### src/rtl/sd_cmd_pkg.sv
// Shared definitions for the SD CMD line: FSM encodings, CRC7 constants,
// frame lengths and field positions, plus the one-bit CRC7 update step.
// Used by both the card-side responder and the host-side CMD path.
package sd_cmd_pkg;

  typedef enum logic [2:0] {
    ST_IDLE     = 3'd0,
    ST_RX       = 3'd1,
    ST_CHECK    = 3'd2,
    ST_NCR_WAIT = 3'd3,
    ST_TX       = 3'd4,
    ST_DONE     = 3'd5
  } state_t;

  // x^7 + x^3 + 1
  localparam logic [6:0] CRC7_POLY = 7'h09;

  localparam int SHORT_LEN = 48;
  localparam int LONG_LEN  = 136;

  // CRC7 plus end bit close every frame.
  localparam int TAIL_BITS = 8;
  // Start, transmission and 6-bit index/check field open every frame.
  localparam int HDR_BITS  = 8;

  // Positions inside the 47 bits shifted in after the start bit.
  localparam int RX_TX_BIT  = 46;
  localparam int RX_IDX_MSB = 45;
  localparam int RX_IDX_LSB = 40;
  localparam int RX_ARG_MSB = 39;
  localparam int RX_ARG_LSB = 8;
  localparam int RX_CRC_MSB = 7;
  localparam int RX_CRC_LSB = 1;
  localparam int RX_END_BIT = 0;

  // Response request captured when resp_start is accepted.
  typedef struct packed {
    logic         long_resp;
    logic [5:0]   index;
    logic [127:0] data;
  } resp_req_t;

  function automatic logic [6:0] crc7_step(input logic [6:0] crc, input logic din);
    logic fb;
    fb = din ^ crc[6];
    return {crc[5:0], 1'b0} ^ (fb ? CRC7_POLY : 7'h00);
  endfunction

endpackage

### src/rtl/sd_card_cmd_responder_if.sv
// CMD-line and card-logic handshake bundle of the SD card responder.
// Ports: receive side (cmd_line_in, cmd_valid/error, index/argument),
// transmit side (cmd_line_out/oe, resp_start/long/index/data, busy/done).
interface sd_card_cmd_responder_if;
  logic         cmd_line_in;
  logic         cmd_line_out;
  logic         cmd_oe;
  logic         cmd_valid;
  logic         cmd_error;
  logic [5:0]   cmd_index;
  logic [31:0]  cmd_argument;
  logic         resp_start;
  logic         resp_long;
  logic [5:0]   resp_index;
  logic [127:0] resp_data;
  logic         resp_busy;
  logic         resp_done;

  // Host line plus card logic: drives the line and response requests.
  modport master (
    output cmd_line_in, resp_start, resp_long, resp_index, resp_data,
    input  cmd_line_out, cmd_oe, cmd_valid, cmd_error, cmd_index,
           cmd_argument, resp_busy, resp_done
  );

  // The responder itself.
  modport slave (
    input  cmd_line_in, resp_start, resp_long, resp_index, resp_data,
    output cmd_line_out, cmd_oe, cmd_valid, cmd_error, cmd_index,
           cmd_argument, resp_busy, resp_done
  );
endinterface

### src/rtl/sd_crc7.sv
// Serial CRC7 (x^7+x^3+1), one bit per enabled cycle, MSB-first.
// Latency: crc reflects a bit on the clock after it is presented; no backpressure.
// Ports: clock, reset (async high), clear, enable, din, crc[6:0].
// clear together with enable restarts from zero and absorbs din in the same
// cycle, so the first bit of a frame can be taken on the detecting edge.
module sd_crc7 import sd_cmd_pkg::*; (
  input  logic       clock,
  input  logic       reset,
  input  logic       clear,
  input  logic       enable,
  input  logic       din,
  output logic [6:0] crc
);

  logic [6:0] base;

  always_comb base = clear ? 7'h00 : crc;

  always_ff @(posedge clock or posedge reset) begin
    if (reset) begin
      crc <= 7'h00;
    end else if (enable) begin
      crc <= crc7_step(base, din);
    end else if (clear) begin
      crc <= 7'h00;
    end
  end

endmodule

### src/rtl/sd_card_cmd_responder.sv
// Card-side SD CMD line: receives 48-bit commands, sends 48/136-bit responses.
// Latency: cmd_valid/cmd_error 1 cycle after the end bit; response starts NCR cycles after resp_start.
// Backpressure: none; resp_start is taken only in IDLE, ignored otherwise (no queueing).
// Ports: clock, reset (async high), bus (sd_card_cmd_responder_if.slave).
// Build option: CMD_CRC_CHECK_EN also rejects commands whose received CRC7 mismatches.
// NCR must lie in 2..64.
module sd_card_cmd_responder import sd_cmd_pkg::*; #(
  parameter int NCR   = 2,
  parameter int CMD_W = SHORT_LEN
) (
  input  logic                    clock,
  input  logic                    reset,
  sd_card_cmd_responder_if.slave  bus
);

  localparam int RX_CW = $clog2(CMD_W);
  localparam int TX_CW = $clog2(LONG_LEN);

  state_t state, state_nxt;

  // Receive path
  logic [RX_CW-1:0] rx_cnt;
  logic [CMD_W-2:0] rx_sr;
  logic             rx_start;
  logic             rx_crc_clr, rx_crc_en;
  logic [6:0]       rx_crc;
  logic             frame_ok, cmd_good;
  logic [5:0]       index_q;
  logic [31:0]      arg_q;

  // Transmit path
  resp_req_t        req;
  logic             accept;
  logic [TX_CW-1:0] tx_cnt;
  logic [LONG_LEN-1:0] tx_sr;
  logic             tx_long;
  logic             tx_crc_clr, tx_crc_en;
  logic [6:0]       tx_crc;
  logic             tx_bit;

  assign req      = '{long_resp: bus.resp_long, index: bus.resp_index, data: bus.resp_data};
  // resp_start has priority over a start bit arriving in the same cycle.
  assign accept   = (state == ST_IDLE) && bus.resp_start;
  assign rx_start = (state == ST_IDLE) && !bus.resp_start && !bus.cmd_line_in;

  // ---------------- FSM: state register ----------------
  always_ff @(posedge clock or posedge reset) begin
    if (reset) begin
      state <= ST_IDLE;
    end else begin
      state <= state_nxt;
    end
  end

  // ---------------- FSM: next state ----------------
  always_comb begin
    state_nxt = state;
    case (state)
      ST_IDLE: begin
        if (accept)        state_nxt = ST_NCR_WAIT;
        else if (rx_start) state_nxt = ST_RX;
      end
      ST_RX:       if (rx_cnt == '0) state_nxt = ST_CHECK;
      ST_CHECK:    state_nxt = ST_IDLE;
      ST_NCR_WAIT: if (tx_cnt == '0) state_nxt = ST_TX;
      ST_TX:       if (tx_cnt == '0) state_nxt = ST_DONE;
      ST_DONE:     state_nxt = ST_IDLE;
      default:     state_nxt = ST_IDLE;
    endcase
  end

  // ---------------- Receive datapath ----------------
  always_ff @(posedge clock or posedge reset) begin
    if (reset) begin
      rx_cnt <= '0;
      rx_sr  <= '0;
    end else if (rx_start) begin
      rx_cnt <= RX_CW'(CMD_W - 2);
      rx_sr  <= '0;
    end else if (state == ST_RX) begin
      rx_sr  <= {rx_sr[CMD_W-3:0], bus.cmd_line_in};
      rx_cnt <= rx_cnt - 1'b1;
    end
  end

  // CRC covers the start bit (taken on the detecting edge) through the
  // last argument bit; rx_cnt >= TAIL_BITS marks the bits before the CRC field.
  assign rx_crc_clr = (state == ST_IDLE);
  assign rx_crc_en  = rx_start || ((state == ST_RX) && (rx_cnt >= RX_CW'(TAIL_BITS)));

  sd_crc7 u_rx_crc (
    .clock  (clock),
    .reset  (reset),
    .clear  (rx_crc_clr),
    .enable (rx_crc_en),
    .din    (bus.cmd_line_in),
    .crc    (rx_crc)
  );

  assign frame_ok = rx_sr[RX_TX_BIT] && rx_sr[RX_END_BIT];

`ifdef CMD_CRC_CHECK_EN
  assign cmd_good = frame_ok && (rx_sr[RX_CRC_MSB:RX_CRC_LSB] == rx_crc);
`else
  // Received CRC is not checked in this build; only framing decides.
  logic crc_unused;
  assign crc_unused = ^{rx_sr[RX_CRC_MSB:RX_CRC_LSB], rx_crc};
  assign cmd_good   = frame_ok;
`endif

  always_ff @(posedge clock or posedge reset) begin
    if (reset) begin
      index_q <= '0;
      arg_q   <= '0;
    end else if ((state == ST_CHECK) && cmd_good) begin
      index_q <= rx_sr[RX_IDX_MSB:RX_IDX_LSB];
      arg_q   <= rx_sr[RX_ARG_MSB:RX_ARG_LSB];
    end
  end

  // ---------------- Transmit datapath ----------------
  // tx_cnt doubles as the NCR gap counter and the remaining-bit counter.
  always_ff @(posedge clock or posedge reset) begin
    if (reset) begin
      tx_cnt  <= '0;
      tx_sr   <= '0;
      tx_long <= 1'b0;
    end else begin
      case (state)
        ST_IDLE: begin
          if (accept) begin
            tx_long <= req.long_resp;
            tx_cnt  <= TX_CW'(NCR - 1);
            // Frame body left-aligned; CRC and end bit are appended on the fly.
            tx_sr   <= req.long_resp ? {2'b00, 6'h3F, req.data[127:8], 8'h00}
                                     : {2'b00, req.index, req.data[31:0], 96'h0};
          end
        end
        ST_NCR_WAIT: begin
          if (tx_cnt == '0) tx_cnt <= tx_long ? TX_CW'(LONG_LEN - 1) : TX_CW'(SHORT_LEN - 1);
          else              tx_cnt <= tx_cnt - 1'b1;
        end
        ST_TX: begin
          if (tx_cnt >= TX_CW'(TAIL_BITS)) tx_sr <= {tx_sr[LONG_LEN-2:0], 1'b0};
          if (tx_cnt != '0)                tx_cnt <= tx_cnt - 1'b1;
        end
        default: ;
      endcase
    end
  end

  // Long responses exclude the start/transmission/check-bits header from the CRC.
  assign tx_crc_clr = (state == ST_IDLE);
  assign tx_crc_en  = (state == ST_TX) && (tx_cnt >= TX_CW'(TAIL_BITS)) &&
                      (!tx_long || (tx_cnt < TX_CW'(LONG_LEN - HDR_BITS)));

  sd_crc7 u_tx_crc (
    .clock  (clock),
    .reset  (reset),
    .clear  (tx_crc_clr),
    .enable (tx_crc_en),
    .din    (tx_sr[LONG_LEN-1]),
    .crc    (tx_crc)
  );

  // Remaining count 7..1 selects crc[6..0]; count 0 is the end bit.
  always_comb begin
    tx_bit = 1'b1;
    if (tx_cnt >= TX_CW'(TAIL_BITS)) tx_bit = tx_sr[LONG_LEN-1];
    else if (tx_cnt != '0)           tx_bit = tx_crc[tx_cnt[2:0] - 3'd1];
  end

  // ---------------- FSM: outputs ----------------
  // Index/argument show the new frame already during CHECK so they are
  // coherent with the cmd_valid pulse; afterwards the held copy is shown.
  always_comb begin
    bus.cmd_line_out = 1'b1;
    bus.cmd_oe       = 1'b0;
    bus.cmd_valid    = 1'b0;
    bus.cmd_error    = 1'b0;
    bus.cmd_index    = index_q;
    bus.cmd_argument = arg_q;
    bus.resp_busy    = 1'b0;
    bus.resp_done    = 1'b0;
    case (state)
      ST_CHECK: begin
        bus.cmd_valid = cmd_good;
        bus.cmd_error = !cmd_good;
        if (cmd_good) begin
          bus.cmd_index    = rx_sr[RX_IDX_MSB:RX_IDX_LSB];
          bus.cmd_argument = rx_sr[RX_ARG_MSB:RX_ARG_LSB];
        end
      end
      ST_NCR_WAIT: bus.resp_busy = 1'b1;
      ST_TX: begin
        bus.resp_busy    = 1'b1;
        bus.cmd_oe       = 1'b1;
        bus.cmd_line_out = tx_bit;
      end
      ST_DONE: bus.resp_done = 1'b1;
      default: ;
    endcase
  end

endmodule
### src/flat_wrapper.sv
// flat-port wrapper written by rule: the top's interface ports become plain ports
module sd_card_cmd_responder_flat import sd_cmd_pkg::*;
#(
  parameter int NCR   = 2,
  parameter int CMD_W = SHORT_LEN
)
  (clock, reset, bus_cmd_line_in, bus_resp_start, bus_resp_long, bus_resp_index, bus_resp_data, bus_cmd_line_out, bus_cmd_oe, bus_cmd_valid, bus_cmd_error, bus_cmd_index, bus_cmd_argument, bus_resp_busy, bus_resp_done);
  sd_card_cmd_responder_if bus_i ();
  input  logic clock;
  input  logic reset;
  input wire logic [$bits(bus_i.cmd_line_in)-1:0] bus_cmd_line_in;
  input wire logic [$bits(bus_i.resp_start)-1:0] bus_resp_start;
  input wire logic [$bits(bus_i.resp_long)-1:0] bus_resp_long;
  input wire logic [$bits(bus_i.resp_index)-1:0] bus_resp_index;
  input wire logic [$bits(bus_i.resp_data)-1:0] bus_resp_data;
  output wire logic [$bits(bus_i.cmd_line_out)-1:0] bus_cmd_line_out;
  output wire logic [$bits(bus_i.cmd_oe)-1:0] bus_cmd_oe;
  output wire logic [$bits(bus_i.cmd_valid)-1:0] bus_cmd_valid;
  output wire logic [$bits(bus_i.cmd_error)-1:0] bus_cmd_error;
  output wire logic [$bits(bus_i.cmd_index)-1:0] bus_cmd_index;
  output wire logic [$bits(bus_i.cmd_argument)-1:0] bus_cmd_argument;
  output wire logic [$bits(bus_i.resp_busy)-1:0] bus_resp_busy;
  output wire logic [$bits(bus_i.resp_done)-1:0] bus_resp_done;
  assign bus_i.cmd_line_in = bus_cmd_line_in;
  assign bus_i.resp_start = bus_resp_start;
  assign bus_i.resp_long = bus_resp_long;
  assign bus_i.resp_index = bus_resp_index;
  assign bus_i.resp_data = bus_resp_data;
  assign bus_cmd_line_out = bus_i.cmd_line_out;
  assign bus_cmd_oe = bus_i.cmd_oe;
  assign bus_cmd_valid = bus_i.cmd_valid;
  assign bus_cmd_error = bus_i.cmd_error;
  assign bus_cmd_index = bus_i.cmd_index;
  assign bus_cmd_argument = bus_i.cmd_argument;
  assign bus_resp_busy = bus_i.resp_busy;
  assign bus_resp_done = bus_i.resp_done;
  sd_card_cmd_responder #(.NCR(NCR), .CMD_W(CMD_W)) u_core (.clock(clock), .reset(reset), .bus(bus_i));
endmodule
### config.mk
export PLATFORM = sky130hd
export DESIGN_NAME = sd_card_cmd_responder_flat
export DESIGN_NICKNAME = d
export VERILOG_FILES = /design/src/rtl/sd_cmd_pkg.sv /design/src/rtl/sd_card_cmd_responder_if.sv /design/src/rtl/sd_crc7.sv /design/src/rtl/sd_card_cmd_responder.sv /design/src/flat_wrapper.sv
export SDC_FILE = /design/constraint.sdc
export NUM_CORES = 1
export LEC_CHECK = 0
export ABC_AREA = 1
export CAP_MARGIN = 30
export CORE_MARGIN = 8
export CORE_UTILIZATION = 45
export DETAILED_ROUTE_END_ITERATION = 10
export MAX_ROUTING_LAYER = met4
export PLACE_DENSITY = 0.68
export SYNTH_ARGS = -nofsm -noshare
export SYNTH_HDL_FRONTEND = slang
export SYNTH_SLANG_ARGS = --single-unit
### constraint.sdc
create_clock -name clock -period 9.6 [get_ports clock]
set_input_delay 0.96 -clock clock [delete_from_list [all_inputs] [get_ports clock]]
set_output_delay 0.96 -clock clock [all_outputs]
set_load 0.02 [all_outputs]
==> flow_summary_export.csv, run 1 <==
group,metric,value,unit
synth,ys_ff_latch,238,
power,comb_power_share,0.346,
power,power_switching,1410,uW
timing,hold_viol_final,0,
synth,synth_mux_area_frac,0.0430,
power,clkPwrFrac,0.270,
routing,wl,27100,um
synth,synth_compound_area_frac,0.161,
synth,synth_top_family_by_area,"simple AND/OR/NAND/NOR gates",
worst_setup_path,cp.arrival,3180,ps
power,p_per_area,264,nW/um^2
grt,antenna_found_initial,0,
place,hpwl,17700,um
clock_network,cts_buffer_depth,3,
place,portBuffers,182,
synth,synthAdderAreaFrac,0.00434,
timing,fmax,242,MHz
clock_network,cts_resized,0,
timing,drv_slew,0,
timing,setup_tns,0,ps
floorplanning,die-area,31000,um^2
timing,rsz0062_at_grt,"false",
clock_network,cts-hold-fix-buffers,0,
timing,hold_slack,474,ps
synth,synth_seq_area_share,0.516,
routing,via_count,9485,
clock_network,post-cts-setup-buffers,0,
floorplanning,dieHeight,176,um
grt,grt_max_degree,118,
power,pwr-share-seq,0.384,
synth,synth_fp_nets,1521,
clock_network,cts.sinks,238,
synth,synth-xor-area-share,0.00152,
layout,final_common_cell,"nand2_1",
hold_path,min_path_type,"reg2reg",
floorplanning,ios,183,
layout,nNetsFinal,1659,
power,ir_drop,0.131,mV
status,status,"finished, final reports clean",
floorplanning,die_w,176,um
layout,syn_to_final_growth,24.4,%
floorplanning,rows,58,
grt,gr-total-overflow,0,
worst_setup_path,cp-start-kind,"register",
layout,final_cell_mix,"nand2_1 (429), dfrtp_1 (238), clkdlybuf4s50_1 (182)",
clock_network,tritoncts,"done",
clock_network,clk_pin_slew_worst_paths,60,ps
synth,syn_area_per_cell,8.37,um^2
job,drv_cap,0,
power,switching_share,0.373,
worst_setup_path,cp_max_fo,93,
layout,fin_util,0.570,
layout,fill_cells,2280,
routing,drc,0,
layout,drive_gt1_frac,0.0801,
power,p_leak,0.00679,uW
worst_setup_path,endpoint_kind,"output pin",
place,place_ws,5930,ps
timing,worst_pin_slew,1010,ps
grt,grt_use_total,0.179,
floorplanning,coreArea,25200,um^2
routing,drtIter0Drc,761,
clock_network,htreeDepth,1,
grt,grt_pass1_wl,46000,um
routing,ant_nets,0,
timing,period_minus_slack,4140,ps
floorplanning,start_util,0.458,
timing,skew,12.9,ps
place,place_congestion,0.779,
timing,slew_headroom,0.328,
timing,fin_crit_sh,0.431,
clock_network,cts-root-buf,"clkbuf_16",
routing,drt_pre_antenna_iters,5,
routing,wire_per_inst,14.5,um
synth,synth_cell_types,33,
synth,syn_area,11500,um^2
timing,final-setup-viol-count,0,
timing,setup_ws,5460,ps
clock_network,cts_buffers,26,
worst_setup_path,crit_type,"reg2out",
clock_network,clk_latency,530,ps
synth,syn-instance-count,1378,
grt,grt_pass1_vias,9412,
synth,yosys_warnings,0,
power,fin_total_pwr,3790,uW
power,p_int,2380,uW
routing,via_per_inst,5.08,
worst_setup_path,cp.required,8640,ps
synth,synth_simple_gate_area_frac,0.188,
power by group through the flow:
| stage | combinational [uW] | sequential, uW | clock, uW |
|---|---|---|---|
| 2_1_floorplan | 1030 | 1430 | 0 |
| 3_3_place_gp | 1270 | 1460 | 0 |
| 3_5_place_dp | 1300 | 1470 | 0 |
| 4_1_cts | 1310 | 1450 | 1050 |
| 5_1_grt | 1510 | 1490 | 1090 |
| 6_report | 1310 | 1450 | 1020 |
cell type report:
type,instances,area (um^2),area share
clock buffers,41,838,0.0585
repair buffers,193,1940,0.136
inverters,140,533,0.0372
flip-flops and latches,238,5960,0.415
well taps,330,413,0.0288
multi-input cells,917,4590,0.320
clock inverters,7,63.8,0.00445
diodes,1,2.50,0.000174
flip-flops by register name (all words and copies together) (netlist names):
signal / count
u_core.index_q: 6
u_core.rx_sr: 47
u_core.state: 3
u_core.arg_q: 32
u_core.rx_cnt: 6
u_core.u_tx_crc.crc: 7
u_core.tx_long: 1
u_core.tx_cnt: 8
u_core.tx_sr: 128
kinds of logic after synthesis:
group,after synthesis
AO/OA/AOI/OAI,327
multiplexers,44
adder cells (fa/ha/maj),4
AND/OR/NAND/NOR,540
buffers and inverters,223
flip-flops,238
XOR/XNOR,2
cells in the mapped netlist:
| master | instances | area share |
|---|---|---|
| o21ai_1 | 96 | 0.042 |
| nor2_1 | 43 | 0.014 |
| nand2_4 | 1 | 0.00098 |
| buf_4 | 18 | 0.012 |
| nand3_2 | 1 | 0.00087 |
| buf_6 | 6 | 0.0059 |
| nand4_1 | 4 | 0.0022 |
| mux2_2 | 44 | 0.043 |
| nor2_2 | 1 | 0.00054 |
| a21boi_0 | 1 | 0.00065 |
| inv_1 | 131 | 0.043 |
| clkbuf_1 | 22 | 0.0072 |
| nor3_4 | 1 | 0.0014 |
| o21ai_0 | 91 | 0.039 |
| dfrtp_1 | 238 | 0.52 |
| a21oi_1 | 37 | 0.016 |
| clkbuf_2 | 1 | 0.00043 |
| nor2_4 | 2 | 0.0020 |
| o22ai_1 | 41 | 0.022 |
| a22oi_1 | 34 | 0.022 |
| nand3b_1 | 3 | 0.0020 |
| nor3_1 | 5 | 0.0022 |
| nand2_2 | 5 | 0.0027 |
| nand3_1 | 45 | 0.020 |
| nand2_1 | 429 | 0.14 |
| xor2_1 | 2 | 0.0015 |
| o2111ai_1 | 1 | 0.00076 |
| buf_1 | 2 | 0.00065 |
| ha_1 | 4 | 0.0043 |
| o211ai_1 | 25 | 0.016 |
| buf_2 | 34 | 0.015 |
| a21oi_4 | 1 | 0.0014 |
| inv_2 | 9 | 0.0029 |
critical path: stages, from the launching register on:
cell and delay, ps:
dfrtp_1 430, inv_1 160, nand3_1 160, nor2_4 110, buf_4 710, nor2_1 150
a21oi_1 220, clkdlybuf4s50_1 640
stage by stage:
| stage | std cells | area, um^2 |
|---|---|---|
| after detailed placement | 1817 | 13400 |
| after global routing | 1866 | 14300 |
| after floorplan | 1378 | 11500 |
| after global placement | 1816 | 13400 |
| final | 1867 | 14300 |
| after CTS | 1865 | 14300 |
metal layers:
layer / up-vias / wire length [um] / track usage
li1: 4778 / - / -
met1: 4447 / 12900 / 0.244
met2: 219 / 12400 / 0.281
met4: 0 / 432 / 0.0392
met5: - / 0 / -
met3: 41 / 1290 / 0.0263
worst paths after layout:
| path | to | slack [ps] | from | depth (start not counted) |
|---|---|---|---|---|
| setup / recovery | bus_cmd_index[1] | 5460 | u_core.state[0] | 7 |
| hold / removal | u_core.tx_sr[43] | 470 | u_core.tx_sr[43] | 2 |
| setup reg to reg | u_core.tx_sr[104] | 6060 | u_core.state[1] | 8 |
| hold reg to reg | u_core.tx_sr[43] | 470 | u_core.tx_sr[43] | 2 |
| max in group asynchronous | u_core.tx_cnt[3] | 7420 | reset | 4 |
| min in group asynchronous | u_core.tx_sr[116] | 970 | reset | 2 |
(Power assumes the default switching activity.)
==> run 2: changes to the inputs <==
- PLACE_DENSITY: 0.68 -> 0.7
- clock period: 9.6 -> 3.4 ns (I/O delays scaled with it)
==> run 2 against run 1 <==
Critical path depth fell by 1. Critical path type unchanged. Final cell count is the same. Routed wire length shrank 1.4%. Via count is 0.66% lower. Core utilization up 0.18 points. Clock-buffer cell count is the same. Highest routed layer unchanged. Die area unchanged. Global-route usage fell by 0.32 points. Sequential share of layout area fell by 0.13 points.
==> flow_summary_export.csv, run 2 (synthesized netlist as in run 1, its figures left out) <==
group,metric,value,unit
timing,fmax,326,MHz
routing,via_count,9422,
layout,largest_register,"u_core.tx_sr",
clock_network,cts.sinks,238,
timing,fin_crit_sh,0.903,
clock_network,tritoncts,"done",
clock_network,clk_pin_slew_worst_paths,60,ps
floorplanning,dieHeight,176,um
timing,hold_slack,332,ps
clock_network,htreeDepth,1,
grt,grt_pass1_vias,9352,
layout,final_common_cell,"nand2_1",
grt,grt_max_degree,140,
layout,final_cell_mix,"nand2_1 (429), dfrtp_1 (238), clkdlybuf4s50_1 (182)",
layout,fin_area,14400,um^2
place,placed_area,13500,um^2
layout,syn_to_final_growth,24.7,%
clock_network,cts-root-buf,"clkbuf_16",
clock_network,cts-hold-fix-buffers,0,
power,p_per_area,744,nW/um^2
layout,largest_register_ffs,128,
routing,drtIter0Drc,846,
timing,setup_ws,329,ps
place,dp_cells,1820,
clock_network,cts_buffers,26,
status,status,"finished, final reports clean",
timing,period_minus_slack,3070,ps
clock_network,post-cts-setup-buffers,0,
layout,instances_no_fill,1867,
grt,busiest_layer,"met2",
place,place_ws,855,ps
routing,via_per_inst,5.05,
power,clkPwrFrac,0.270,
grt,grt_pass1_wl,45500,um
job,drv_cap,0,
grt,met3_usage,0.0278,
hold_path,min_path_type,"in2async",
worst_setup_path,r2r_slack,1260,ps
grt,grt_util_met2,0.279,
worst_setup_path,cp-start-kind,"register",
floorplanning,die-area,31000,um^2
grt,use_met1,0.236,
power,power_switching,3940,uW
power,p_leak,0.00679,uW
timing,final-setup-viol-count,0,
power,ir_drop,0.410,mV
timing,drv_slew,0,
worst_setup_path,cp.required,3060,ps
layout,fill_cells,2275,
clock_network,cts_buffer_depth,3,
layout,largestRegisters,"u_core.tx_sr (128), u_core.rx_sr (47), u_core.arg_q (32)",
grt,grt_use_total,0.176,
power,comb_power_share,0.347,
floorplanning,rows,58,
routing,drc,0,
place,hpwl,17800,um
layout,drive_gt1_frac,0.0768,
floorplanning,start_util,0.458,
floorplanning,ios,183,
worst_setup_path,cp.arrival,2730,ps
routing,drt_pre_antenna_iters,7,
place,portBuffers,182,
timing,skew,15.0,ps
place,place_congestion,0.814,
power,pwr-share-seq,0.383,
clock_network,cts_resized,0,
grt,antenna_found_initial,1,
timing,hold_viol_final,0,
clock_network,clk_latency,520,ps
layout,fin_util,0.571,
power,switching_share,0.368,
timing,rsz0062_at_grt,"false",
worst_setup_path,cp_max_fo,93,
floorplanning,coreArea,25200,um^2
timing,worst_pin_slew,895,ps
layout,nNetsFinal,1661,
worst_setup_path,endpoint_kind,"output pin",
power,p_int,6760,uW
timing,slew_headroom,0.403,
grt,gr-total-overflow,0,
floorplanning,die_w,176,um
routing,ant_nets,0,
worst_setup_path,crit_type,"reg2out",
routing,wl,26700,um
routing,wire_per_inst,14.3,um
==> run 2: metal layers <==
metal | wire length [um] | part of all wire | vias up
met5 | 0 | 0 | -
met4 | 391 | 0.015 | 0
met3 | 1310 | 0.049 | 25
met2 | 12500 | 0.47 | 204
met1 | 12500 | 0.47 | 4410
li1 | - | - | 4783
==> run 2: final timing paths <==
check,depth (start not counted),from,endpoint
max in group asynchronous,3,reset,u_core.tx_sr[63]
min in group clock,5,bus_resp_data[74],u_core.tx_sr[74]
setup / recovery,6,u_core.state[0],bus_cmd_argument[4]
hold reg to reg,2,u_core.tx_sr[52],u_core.tx_sr[52]
setup reg to reg,6,u_core.state[1],u_core.tx_sr[103]
hold / removal,3,reset,u_core.tx_sr[113]
==> run 2: final cells by class <==
cell class                      instances  area [um^2]  area share
Multi-Input combinational cell        917         4590       0.319
Timing Repair Buffer                  195         2010       0.140
Tap cell                              330          413      0.0287
Antenna cell                            1         2.50    0.000174
Inverter                              140          529      0.0368
Sequential cell                       238         5960       0.414
Clock inverter                          5          100     0.00696
Clock buffer                           41          788      0.0548
==> run 2: power by group through the flow <==
stage               clock (uW)  sequential, uW  combinational, uW
global route              3100            4190               4260
global placement             0            4110               3660
detailed placement           0            4130               3740
floorplan                    0            4030               2910
finish                    2890            4100               3720
CTS                       2960            4090               3760
==> run 2: metrics by stage <==
stage          TNS, ps  power [uW]
5_1_grt              0       11500
3_5_place_dp         0        7880
4_1_cts              0       10800
2_1_floorplan   -14240        6950
6_report             0       10700
3_3_place_gp         0        7770
==> run 2: worst max-delay path: stages (launching register included) <==
cell	delay (ps)
dfrtp_1	430
inv_1	180
nand3_1	160
nor2_4	130
buf_12	340
mux2_2	390
clkdlybuf4s50_1	540
==> run 3: changes to the inputs <==
- CELL_PAD_IN_SITES_DETAIL_PLACEMENT: not set -> 0
- CELL_PAD_IN_SITES_GLOBAL_PLACEMENT: not set -> 1
- CORE_MARGIN: 8 -> 2
- CORE_UTILIZATION: 45 -> 36
- PLACE_DENSITY: 0.7 -> 0.75
==> run 3 against run 2 <==
Non-clock buffer count up 4. Global-route usage down 0.78 points. Clock skew up 3.3 ps. Power up 2.7%. Register-to-register slack worse by 30 ps. Hold slack worse by 12 ps. Sequential power about the same. Fmax down 4.5%. Core utilization down 11 points. Worst setup slack worse by 150 ps. Design area up 1.5%. Critical endpoint is now bus_cmd_argument[8]. Largest power group unchanged. Highest routed layer unchanged.
==> flow_summary_export.csv, run 3 (synthesized netlist as in run 1, its figures left out) <==
group,metric,value,unit
layout,instances_no_fill,1946,
place,portBuffers,182,
clock_network,clk_pin_slew_worst_paths,60,ps
timing,slew_headroom,0.378,
worst_setup_path,crit_path_top_delay_cell,"clkdlybuf4s50_1",
clock_network,post-cts-setup-buffers,0,
grt,gr-total-overflow,0,
routing,drt_pre_antenna_iters,4,
clock_network,cts-hold-fix-buffers,0,
layout,largestRegisters,"u_core.tx_sr (128), u_core.rx_sr (47), u_core.arg_q (32)",
floorplanning,die-area,33500,um^2
worst_setup_path,endpoint_kind,"output pin",
clock_network,cts_resized,0,
routing,ant_nets,0,
worst_setup_path,path_delay_family,"buffers and inverters",
timing,hold_viol_final,0,
place,hpwl,17800,um
place,place_congestion,0.787,
worst_setup_path,cp.arrival,2880,ps
worst_setup_path,cp_cell_sequence,"inv_1, nand3_1, nor2_4, buf_12, mux2_2, clkdlybuf4s50_1",
clock_network,cts-root-buf,"clkbuf_16",
floorplanning,coreArea,31600,um^2
routing,drc,0,
floorplanning,ios,183,
clock_network,htreeDepth,1,
layout,largest_register_ffs,128,
worst_setup_path,r2r-start,"u_core.tx_cnt[7]",
worst_setup_path,cp_max_fo,85,
timing,hold_slack,319,ps
power,fin_total_pwr,11000,uW
worst_setup_path,cp.depth,6,
power,ir_drop,0.541,mV
worst_setup_path,crit_type,"reg2out",
layout,final_cell_mix,"nand2_1 (429), dfrtp_1 (238), clkdlybuf4s50_1 (182)",
layout,final_common_cell,"nand2_1",
worst_setup_path,r2r_slack,1230,ps
floorplanning,start_util,0.365,
clock_network,cts_buffer_depth,3,
layout,syn_to_final_growth,26.6,%
routing,wl,27000,um
routing,via_count,9367,
worst_setup_path,cp-start-kind,"register",
routing,via_per_inst,4.81,
layout,fill_cells,3101,
floorplanning,dieHeight,183,um
clock_network,tritoncts,"done",
timing,worst_pin_slew,933,ps
worst_setup_path,slowest_delay,550,ps
floorplanning,rows,65,
place,dp_cells,1896,
hold_path,min_path_type,"in2async",
routing,drtIter0Drc,504,
timing,period_minus_slack,3220,ps
worst_setup_path,cp.required,3060,ps
timing,drv_slew,0,
grt,grt_pass1_vias,9050,
grt,grt_use_total,0.168,
layout,diodes,0,
power,p_leak,0.00686,uW
worst_setup_path,r2r_cells,9,
timing,rsz0062_at_grt,"false",
worst_setup_path,worstPathBufferInverterCount,3,
grt,grt_pass1_wl,45800,um
worst_setup_path,r2r_end,"u_core.tx_sr[97]",
clock_network,cts_buffers,28,
clock_network,cts.sinks,238,
layout,nNetsFinal,1667,
timing,final-setup-viol-count,0,
power,p_per_area,753,nW/um^2
job,drv_cap,0,
routing,wire_per_inst,13.9,um
clock_network,clk_latency,540,ps
timing,fin_crit_sh,0.946,
layout,drive_gt1_frac,0.0842,
grt,grt_max_degree,140,
layout,largest_register,"u_core.tx_sr",
status,status,"finished, final reports clean",
timing,fmax,311,MHz
timing,skew,18.3,ps
floorplanning,die_w,183,um
grt,antenna_found_initial,0,
run 3: cell types whose count changed in the layout (fill, tap and decap cells not counted), sizes merged:
cell      delta
clkinv       +3
clkinvlp     +1
buf          +4
diode        -1
clkbuf       -2
inv          +1
bufinv       +1
run 3: layout make-up:
class	count	area, um^2	share of cell area
clock buffer	39	823	0.0564
timing repair buffer	199	2040	0.139
inverter	140	529	0.0362
multi-input combinational	917	4590	0.314
tap	402	503	0.0344
sequential	238	5960	0.408
clock inverter	11	165	0.0113
run 3: how the worst max path moves through the flow:
stage               startpoint                    to  slack, ps
3_5_place_dp   u_core.state[0]   bus_cmd_argument[8]        710
3_3_place_gp   u_core.state[0]  bus_cmd_argument[21]        770
4_1_cts        u_core.state[0]   bus_cmd_argument[8]        130
5_1_grt        u_core.state[0]  bus_cmd_argument[17]         20
2_1_floorplan            reset       u_core.arg_q[0]        -60
6_report       u_core.state[0]   bus_cmd_argument[8]        180
run 3: worst reg2reg max path, stage by stage (launching register included):
cell     delay (ps)
dfrtp_1         450
nor2_1          200
nand3_1         200
nor2_2          180
nor2_4           60
inv_2            40
buf_4           440
buf_12          320
nand2_1         120
o21ai_0          90
run 3: through the flow:
stage	instance area, um^2	TNS [ps]	setup WS, ps	util
4_1_cts	14600	0	130	0.463
3_3_place_gp	13600	0	773	0.431
3_5_place_dp	13600	0	712	0.431
5_1_grt	14600	0	15.9	0.463
6_report	14600	0	184	0.463
2_1_floorplan	11500	-14240	-59.9	-
run 3: where the power goes:
| part | internal, uW | total, uW | switching [uW] |
|---|---|---|---|
| registers | 3680 | 4100 | 415 |
| clock network | 1980 | 3170 | 1190 |
| logic | 1290 | 3730 | 2440 |
| total | 6950 | 11000 | 4040 |
run 3: layer usage:
metal,GRT usage,wire length [um],up-vias
li1,-,-,4809
met1,0.227,12800,4357
met2,0.266,12400,170
met3,0.0346,1470,31
met4,0.0323,348,0
met5,-,0,-
